## src/rtl/uart_rx.sv

```systemverilog
// Purpose : UART 8N1 receiver, LSB first, 16x oversampling with divider cdr.
// Latency : rdata/rxne update 9.5 bit periods + 3 clk after the start edge at the pin.
// Backpres: none; a byte landing on an unread rxne overwrites it and sets rxerr.
//
// Ports: clk/rst (async active-high); en receiver enable; cdr tick divider
// (tick period = cdr+1 clk); sin async serial input; rdr_read / err_clr
// single-cycle clear pulses; rdata last byte; rxne data valid; rxerr sticky
// framing/overrun; busy frame in progress.
// Optional: define UART_RX_MAJORITY_EN for 2-of-3 voting at ticks 7/8/9.
module uart_rx #(
    parameter int OVS = 16
) (
    input  logic       clk,
    input  logic       rst,
    input  logic       en,
    input  logic [7:0] cdr,
    input  logic       sin,
    input  logic       rdr_read,
    input  logic       err_clr,
    output logic [7:0] rdata,
    output logic       rxne,
    output logic       rxerr,
    output logic       busy
);

    typedef enum logic [1:0] {IDLE, START, DATA, STOP} state_t;

    localparam logic [3:0] LAST = 4'(OVS - 1);
`ifdef UART_RX_MAJORITY_EN
    localparam logic [3:0] DEC_START = 4'd9;
`else
    localparam logic [3:0] DEC_START = 4'd8;
`endif

    state_t     state, state_n;
    logic       sin_m, sin_s, sin_q;
    logic [7:0] tcnt;
    logic [3:0] scnt;
    logic [2:0] bitcnt;
    logic [7:0] shreg;
    logic       fall, tick, bit_val;
    logic [3:0] dec_pt;
    logic       dec;
    logic       realign, samp_bit, done_ok, done_bad;

    // Two-flop synchroniser plus one delay flop for falling-edge detection.
    always_ff @(posedge clk or posedge rst) begin
        if (rst) begin
            sin_m <= 1'b1;
            sin_s <= 1'b1;
            sin_q <= 1'b1;
        end else begin
            sin_m <= sin;
            sin_s <= sin_m;
            sin_q <= sin_s;
        end
    end

    assign fall = sin_q & ~sin_s;
    assign tick = (state != IDLE) && (tcnt == cdr);
    assign busy = (state != IDLE);

    // START decides mid start bit; after realignment every later decision
    // lands on sample-counter value LAST, i.e. the same phase of each bit.
    assign dec_pt = (state == START) ? DEC_START : LAST;
    assign dec    = tick && (scnt == dec_pt);

`ifdef UART_RX_MAJORITY_EN
    logic [1:0] maj_s;
    always_ff @(posedge clk or posedge rst) begin
        if (rst) begin
            maj_s <= 2'b11;
        end else if (tick) begin
            if (scnt == 4'(dec_pt - 4'd2)) maj_s[0] <= sin_s;
            if (scnt == 4'(dec_pt - 4'd1)) maj_s[1] <= sin_s;
        end
    end
    assign bit_val = (maj_s[0] & maj_s[1]) | (maj_s[0] & sin_s) | (maj_s[1] & sin_s);
`else
    assign bit_val = sin_s;
`endif

    always_ff @(posedge clk or posedge rst) begin
        if (rst) state <= IDLE;
        else     state <= state_n;
    end

    always_comb begin
        state_n  = state;
        realign  = 1'b0;
        samp_bit = 1'b0;
        done_ok  = 1'b0;
        done_bad = 1'b0;
        if (!en) begin
            state_n = IDLE;
        end else begin
            case (state)
                IDLE: if (fall) state_n = START;
                START: if (dec) begin
                    if (!bit_val) begin
                        state_n = DATA;
                        realign = 1'b1;
                    end else begin
                        state_n = IDLE;   // start-bit glitch, no flags
                    end
                end
                DATA: if (dec) begin
                    samp_bit = 1'b1;
                    if (bitcnt == 3'd7) state_n = STOP;
                end
                STOP: if (dec) begin
                    state_n  = IDLE;
                    done_ok  = bit_val;
                    done_bad = ~bit_val;
                end
                default: state_n = IDLE;
            endcase
        end
    end

    // Counters are held at zero while idle or disabled, so the start edge
    // always begins a frame from a clean count.
    always_ff @(posedge clk or posedge rst) begin
        if (rst) begin
            tcnt   <= 8'd0;
            scnt   <= 4'd0;
            bitcnt <= 3'd0;
            shreg  <= 8'd0;
        end else if (!en || state == IDLE) begin
            tcnt   <= 8'd0;
            scnt   <= 4'd0;
            bitcnt <= 3'd0;
        end else begin
            tcnt <= tick ? 8'd0 : tcnt + 8'd1;
            if (tick) scnt <= realign ? 4'd0 : scnt + 4'd1;
            if (samp_bit) begin
                shreg[bitcnt] <= bit_val;
                bitcnt        <= bitcnt + 3'd1;
            end
        end
    end

    // Set beats clear for both flags.
    always_ff @(posedge clk or posedge rst) begin
        if (rst) begin
            rdata <= 8'h00;
            rxne  <= 1'b0;
            rxerr <= 1'b0;
        end else begin
            if (done_ok) begin
                rdata <= shreg;
                rxne  <= 1'b1;
            end else if (rdr_read) begin
                rxne  <= 1'b0;
            end
            if (done_bad || (done_ok && rxne && !rdr_read)) rxerr <= 1'b1;
            else if (err_clr)                               rxerr <= 1'b0;
        end
    end

endmodule

```

## config.mk

```make
export PLATFORM = sky130hd
export DESIGN_NAME = uart_rx
export DESIGN_NICKNAME = d
export VERILOG_FILES = /design/src/rtl/uart_rx.sv
export SDC_FILE = /design/constraint.sdc
export NUM_CORES = 1
export LEC_CHECK = 0
export ABC_AREA = 1
export CAP_MARGIN = 20
export CORE_AREA = 2 2 82 53
export DETAILED_ROUTE_END_ITERATION = 7
export DIE_AREA = 0 0 84 55
export PLACE_DENSITY_LB_ADDON = 0.3
export SYNTH_ARGS = -nofsm -noshare
export SYNTH_HDL_FRONTEND = slang
export SYNTH_SLANG_ARGS = --single-unit
```

## constraint.sdc

```tcl
create_clock -name clk -period 2 [get_ports clk]
set_input_delay 0.2 -clock clk [delete_from_list [all_inputs] [get_ports clk]]
set_output_delay 0.2 -clock clk [all_outputs]
set_load 0.02 [all_outputs]
```

==> flow_summary.json, run 1 <==
{
  "start_kind": "flip-flop",
  "cts-root-buf": "clkbuf_8",
  "fin_crit_ns": 1.79,
  "maxCapViolations": 0,
  "setup_viol": 0,
  "synth_seq_cells": 38,
  "clk_latency_ns": 0.30,
  "grt_usage": 0.198,
  "wl_per_cell_um": 11.4,
  "finalHoldViolations": 0,
  "path_cells": "nor2_2 > inv_1 > clkdlybuf4s50_1",
  "yosysTopAreaCell": "dfrtp_1",
  "drc": 0,
  "fin_hold_ws_ns": 0.302,
  "ys_warn_count": 0,
  "relSlewSlack": 0.683,
  "fin_worst_skew_ns": 0.00852,
  "holdPathStages": 1,
  "max_stage_delay_ns": 0.53,
  "syn_inst": 260,
  "area_delta_synth_final_pct": 22.1,
  "regArea_um2": 955,
  "first_pass_iters": 4,
  "cp.arrival_ns": 1.59,
  "worstSetupPathType": "reg2out",
  "tightest_slew_ns": 0.475,
  "drtAntennaViolNets": 0,
  "cts_tree": "yes",
  "fmax_mhz": 559,
  "r2r_cells": 10,
  "drv_slew": 0,
  "antenna_found_initial": 0,
  "h-tree-depth": 2,
  "synth.area.top_cells": "dfrtp_1, nand2_1, inv_1",
  "core_mm2": 0.00390,
  "cts_setup_buffers": 0,
  "port_buffers": 24,
  "rows": 18,
  "drive_above_1_share": 0.137,
  "initial_core_util": 0.521,
  "die_x_um": 84,
  "clock_sinks": 38,
  "drt-total-wl_um": 3910,
  "overflow": 0,
  "clk_pin_slew_ns": 0.08,
  "die-area_mm2": 0.00462,
  "synth-seq-area-share": 0.471,
  "clockBufferDepth": 2,
  "synth_async_sr_flop_share": 1.00,
  "dp.final_hpwl_um": 2880,
  "synth_edf_count": 0,
  "ys_types": 24,
  "slowest_stage": "clkdlybuf4s50_1",
  "hold_class": "in2reg",
  "crit_required_ns": 1.80,
  "cts_made_buffers": 5,
  "outcome": "complete, no violations",
  "rsz0062_at_grt": "no",
  "synth.most_common_cell": "nand2_1",
  "syn-cell-area_mm2": 0.00203,
  "yosysTopAreaCellShare": 0.432,
  "fillers": 355,
  "cp_num_buf_inv": 2,
  "grt_first_pass_wirelength_um": 7010,
  "post_cts_resized": 0,
  "finalWeightedCongestion": 0.930,
  "cp_max_fo": 5,
  "nets": 310,
  "syn-num-nets": 278,
  "multi_input_area_um2": 896,
  "diodes": 0,
  "post-route-period-util": 0.895,
  "power.leakage_nw": 1.25,
  "grt_max_degree": 39,
  "cp_num_cells": 3,
  "fp.dieH_um": 55,
  "vias": 1662,
  "initialDrtViolationCount": 96,
  "cp-end-kind": "output pin",
  "routed_via_density": 4.85,
  "synth_ff_type": "dfrtp_1",
  "io_pins": 25,
  "avgSynthCellArea_um2": 7.80,
  "stdcell_count": 343,
  "postCtsHoldBufs": 0,
  "grt_pass1_vias": 1568,
  "critical-path-top-delay-family": "buffers and inverters",
  "yosys-top-cells-count": "nand2_1, inv_1, dfrtp_1",
  "ir_drop_mv": 0.649,
  "p_per_area_mw_per_mm2": 831,
  "setup_tns_ns": 0,
  "dp_cells": 335
}
## layout make-up
cell class / count / share of cell area
sequential: 38 / 0.386
timing repair buffer: 28 / 0.109
inverter: 40 / 0.0606
multi-input combinational: 179 / 0.362
clock inverter: 2 / 0.0243
tap: 50 / 0.0253
clock buffer: 6 / 0.0334
## worst register-to-register path, stage by stage (launching register included)
cell	delay [ns]
dfrtp_1	0.41
inv_1	0.13
nand2_1	0.10
nand2_1	0.08
nand2_1	0.05
nor2_2	0.17
nand4_1	0.18
nor2_4	0.30
nand2_1	0.12
nand2_1	0.07
nand2_1	0.05
## logic make-up (layout without fill, tap and decap cells)
kind of cell,after synthesis,after routing,share of synthesized area
DFF,38,38,0.471
AOI/OAI and AO/OA,16,16,0.0543
xor gates and xnor gates,6,6,0.0259
buffers and inverters,43,76,0.0876
and+or+nand+nor,153,153,0.337
adders and majority gates,4,4,0.0247
## power by group
part | total [mW] | internal (mW) | switching [mW] | leakage, nW
clock | 0.813 | 0.532 | 0.281 | 0.0714
combinational | 0.387 | 0.149 | 0.238 | 0.659
sequential | 0.857 | 0.807 | 0.0499 | 0.517
total | 2.06 | 1.49 | 0.569 | 1.25
## sequential cells by signal, indices dropped and copies added, names as in the netlist
signal / count
rdata: 8
shreg: 8
tcnt: 8
scnt: 4
bitcnt: 3
state: 2
bit_val: 1
rxerr: 1
rxne: 1
sin_m: 1
sin_q: 1
## cells in the final DEF, fill, tap and decap left out, drive strengths merged, types with 2 or more instances in the layout
| cell type | synthesis | routed |
|---|---|---|
| nand4 | 6 | 6 |
| dfrtp | 35 | 35 |
| clkbuf | 0 | 6 |
| bufinv | 0 | 2 |
| dfstp | 3 | 3 |
| nand2 | 86 | 86 |
| inv | 40 | 40 |
| clkdlybuf4s50 | 0 | 24 |
| ha | 4 | 4 |
| buf | 3 | 4 |
| nand3 | 22 | 22 |
| o21ai | 13 | 13 |
| a21oi | 3 | 3 |
| nor3 | 4 | 4 |
| nor2 | 33 | 33 |
| xor2 | 6 | 6 |
## path summary, 6_finish.rpt
check                         start  endpoint  slack [ns]
setup / recovery           state[0]      busy        0.21
hold / removal                  sin     sin_m        0.30
setup reg to reg           state[1]  shreg[0]        0.23
hold reg to reg               sin_m   bit_val        0.36
max in group asynchronous       rst   bit_val        1.32
min in group asynchronous       rst      rxne        0.32
## metrics by stage
| stage | utilization | cell area (µm²) | power, mW | worst slack (ns) |
|---|---|---|---|---|
| final | 0.636 | 2480 | 2.06 | 0.210 |
| after floorplan | - | 2030 | 1.11 | 0.522 |
| after global routing | 0.636 | 2480 | 2.15 | 0.105 |
| after detailed placement | 0.599 | 2330 | 1.25 | 0.0660 |
| after CTS | 0.636 | 2480 | 2.06 | 0.199 |
| after global placement | 0.599 | 2330 | 1.25 | 0.0949 |
## metal layers
metal	vias to the layer above	track usage	share of wire
li1	869	-	-
met1	749	0.281	0.55
met2	37	0.304	0.39
met3	7	0.0445	0.044
met4	0	0.0753	0.018
met5	-	0	0
(Power assumes the default switching activity.)
==> run 2: changes to the inputs <==
--- a/config.mk
+++ b/config.mk
@@ -7,7 +7,7 @@
 export LEC_CHECK = 0
-export ABC_AREA = 1
 export CAP_MARGIN = 20
-export CORE_AREA = 2 2 82 53
+export CORE_AREA = 2 2 81 52
 export DETAILED_ROUTE_END_ITERATION = 7
-export DIE_AREA = 0 0 84 55
+export DIE_AREA = 0 0 83 54
+export MAX_ROUTING_LAYER = met4
 export PLACE_DENSITY_LB_ADDON = 0.3
--- a/constraint.sdc
+++ b/constraint.sdc
@@ -3,2 +3,2 @@
 set_output_delay 0.2 -clock clk [all_outputs]
-set_load 0.02 [all_outputs]
+set_load 0.1 [all_outputs]
==> run 2 against run 1 <==
Net effect: wire length grew 9.0%; combinational power shrank 66%; sequential power shrank 8.5%; register-to-register slack lost 0.22 ns; sequential share of layout area shrank 1.1 points; die area shrank 3.0%; sequential cell count is the same; global-route usage grew 1.5 points.
==> flow_summary.json, run 2 <==
{
  "clockBufferDepth": 2,
  "rsz0062_at_grt": "yes",
  "h-tree-depth": 2,
  "grt_util_met2": 0.341,
  "grt_first_pass_wirelength_um": 7080,
  "stdcell_count": 268,
  "top_regs": "rdata x8, shreg x8, tcnt x8",
  "start_kind": "flip-flop",
  "routed_via_density": 5.49,
  "r2r-start": "scnt[0]",
  "final_common_cell": "dfrtp_1",
  "clk_pin_slew_ns": 0.07,
  "syn-num-nets": 189,
  "placed_area_mm2": 0.00230,
  "synth-seq-area-share": 0.487,
  "drc": 0,
  "avgSynthCellArea_um2": 11.5,
  "ir_drop_mv": 0.539,
  "rows": 18,
  "synth.most_common_cell": "dfrtp_1",
  "grt_usage": 0.214,
  "outcome": "complete, no violations",
  "yosys-top-cells-count": "dfrtp_1, nand2_1, nand3_1",
  "cts_made_buffers": 5,
  "synth.area.top_cells": "dfrtp_1, mux2_4, dfstp_2",
  "synth_async_sr_flop_share": 1.00,
  "yosysTopAreaCellShare": 0.446,
  "top_usage_layer": "met2",
  "wl_per_cell_um": 15.9,
  "drive_above_1_share": 0.344,
  "tightest_slew_ns": 0.460,
  "fmax_mhz": 503,
  "drtAntennaViolNets": 0,
  "cp-end-kind": "flip-flop",
  "crit_required_ns": 2.18,
  "cts_tree": "yes",
  "ys_types": 40,
  "regArea_um2": 958,
  "area_delta_synth_final_pct": 30.4,
  "dp_cells": 251,
  "worstSetupPathType": "reg2reg",
  "cp_max_fo": 6,
  "fp.dieH_um": 54,
  "cts-root-buf": "clkbuf_8",
  "r2r-end": "shreg[6]",
  "first_pass_iters": 4,
  "port_buffers": 24,
  "post-route-period-util": 0.995,
  "maxCapViolations": 0,
  "grtUsageMet3": 0.0429,
  "synth_edf_count": 0,
  "fin_worst_skew_ns": 0.00576,
  "io_pins": 25,
  "drt-total-wl_um": 4260,
  "grt_max_degree": 39,
  "grt_util_met1": 0.278,
  "initialDrtViolationCount": 100,
  "setup_viol": 0,
  "final_cell_area_mm2": 0.00256,
  "power.total_mw": 1.55,
  "synth_ff_type": "dfrtp_1",
  "ys_warn_count": 0,
  "setup_ws_ns": 0.0102,
  "relSlewSlack": 0.694,
  "syn-cell-area_mm2": 0.00196,
  "p_per_area_mw_per_mm2": 605,
  "yosysTopAreaCell": "dfrtp_1",
  "syn_inst": 171,
  "multi_input_area_mm2": 0.00101,
  "hold_class": "in2async",
  "power.leakage_nw": 1.20,
  "nets": 235,
  "synth_seq_cells": 38,
  "finalWeightedCongestion": 0.840,
  "fin_crit_ns": 1.99,
  "initial_core_util": 0.509,
  "vias": 1470,
  "clk_latency_ns": 0.29,
  "dp.final_hpwl_um": 2860,
  "place_ws_ns": -0.148,
  "finalHoldViolations": 0,
  "die-area_mm2": 0.00448,
  "drv_slew": 0,
  "reg2reg_slack_ns": 0.01,
  "core_mm2": 0.00385,
  "fin_hold_ws_ns": 0.312,
  "layout_common_cells": "dfrtp_1, buf_4, nand3_1, nand2_1, clkdlybuf4s50_1",
  "die_x_um": 83,
  "fillers": 282,
  "clock_sinks": 38,
  "cp.arrival_ns": 2.17,
  "diodes": 0,
  "grt_pass1_vias": 1447,
  "r2r_cells": 6,
  "overflow": 0,
  "antenna_found_initial": 0
}
run 2: cell count changes after synthesis, moves of 6 or more:
cell | previous run | this run
and3_1 | 0 | 6
inv_1 | 36 | 2
mux2_2 | 0 | 6
mux2_4 | 0 | 8
nand2_1 | 84 | 14
nor2_1 | 26 | 10
nor2b_1 | 0 | 6
o21ai_2 | 8 | 0
xnor2_1 | 0 | 9
run 2: report_power, final:
group / internal (mW) / switching (mW)
sequential: 0.776 / 0.00782
clock: 0.373 / 0.258
combinational: 0.0674 / 0.0650
total: 1.22 / 0.331
run 2: final cells by class:
class | count | area share
clock inverter | 1 | 0.0117
clock buffer | 7 | 0.0298
inverter | 2 | 0.00293
sequential | 38 | 0.375
tap | 50 | 0.0244
timing repair buffer | 46 | 0.162
multi-input combinational | 124 | 0.395
run 2: worst max path at each step:
| stage | startpoint | slack, ns | cells after the start | endpoint |
|---|---|---|---|---|
| CTS | tcnt[0] | 0.0008 | 5 | rdata[4] |
| floorplan | scnt[2] | 0.0007 | 6 | rdata[0] |
| finish | scnt[0] | 0.01 | 6 | shreg[6] |
| global route | scnt[0] | -0.08 | 6 | shreg[6] |
| detailed placement | cdr[4] | -0.15 | 7 | state[0] |
| global placement | cdr[4] | -0.08 | 6 | rdata[0] |
run 2: cells by family after synthesis:
kind of cell	after synthesis	synth area share
AND/OR/NAND/NOR	73	0.228
flip-flops	38	0.487
multiplexers	17	0.112
AO/OA/AOI/OAI	15	0.0497
XOR/XNOR	14	0.0625
buffers and inverters	10	0.0357
adder cells (fa/ha/maj)	4	0.0255
run 2: what timing repair did:
| action | CTS | global route |
|---|---|---|
| pin swaps | 2 | 13 |
| cloned | 1 | 0 |
| hold buffers | 0 | 0 |
| resized for setup | 6 | 9 |
| setup endpoints to repair | 10 | 22 |
| setup buffers | 0 | 8 |
run 2: worst max-delay path, cell delays in order, from the launching register on:
cell,delay [ns]
dfrtp_1,0.41
nor4b_4,0.32
a32oi_2,0.15
buf_4,0.19
nor4_4,0.37
nand3_1,0.14
mux2_2,0.29
run 2: layer usage:
metal | routed length (µm) | vias up
met5 | 0 | -
met4 | 42 | 0
met3 | 188 | 6
met2 | 2080 | 33
met1 | 1950 | 737
li1 | - | 694
run 2: metrics by stage:
step / setup TNS (ns) / utilization
global placement: -1.03 / 0.598
CTS: 0 / 0.637
finish: 0 / 0.664
global route: -0.242 / 0.664
floorplan: 0 / -
detailed placement: -2.25 / 0.598
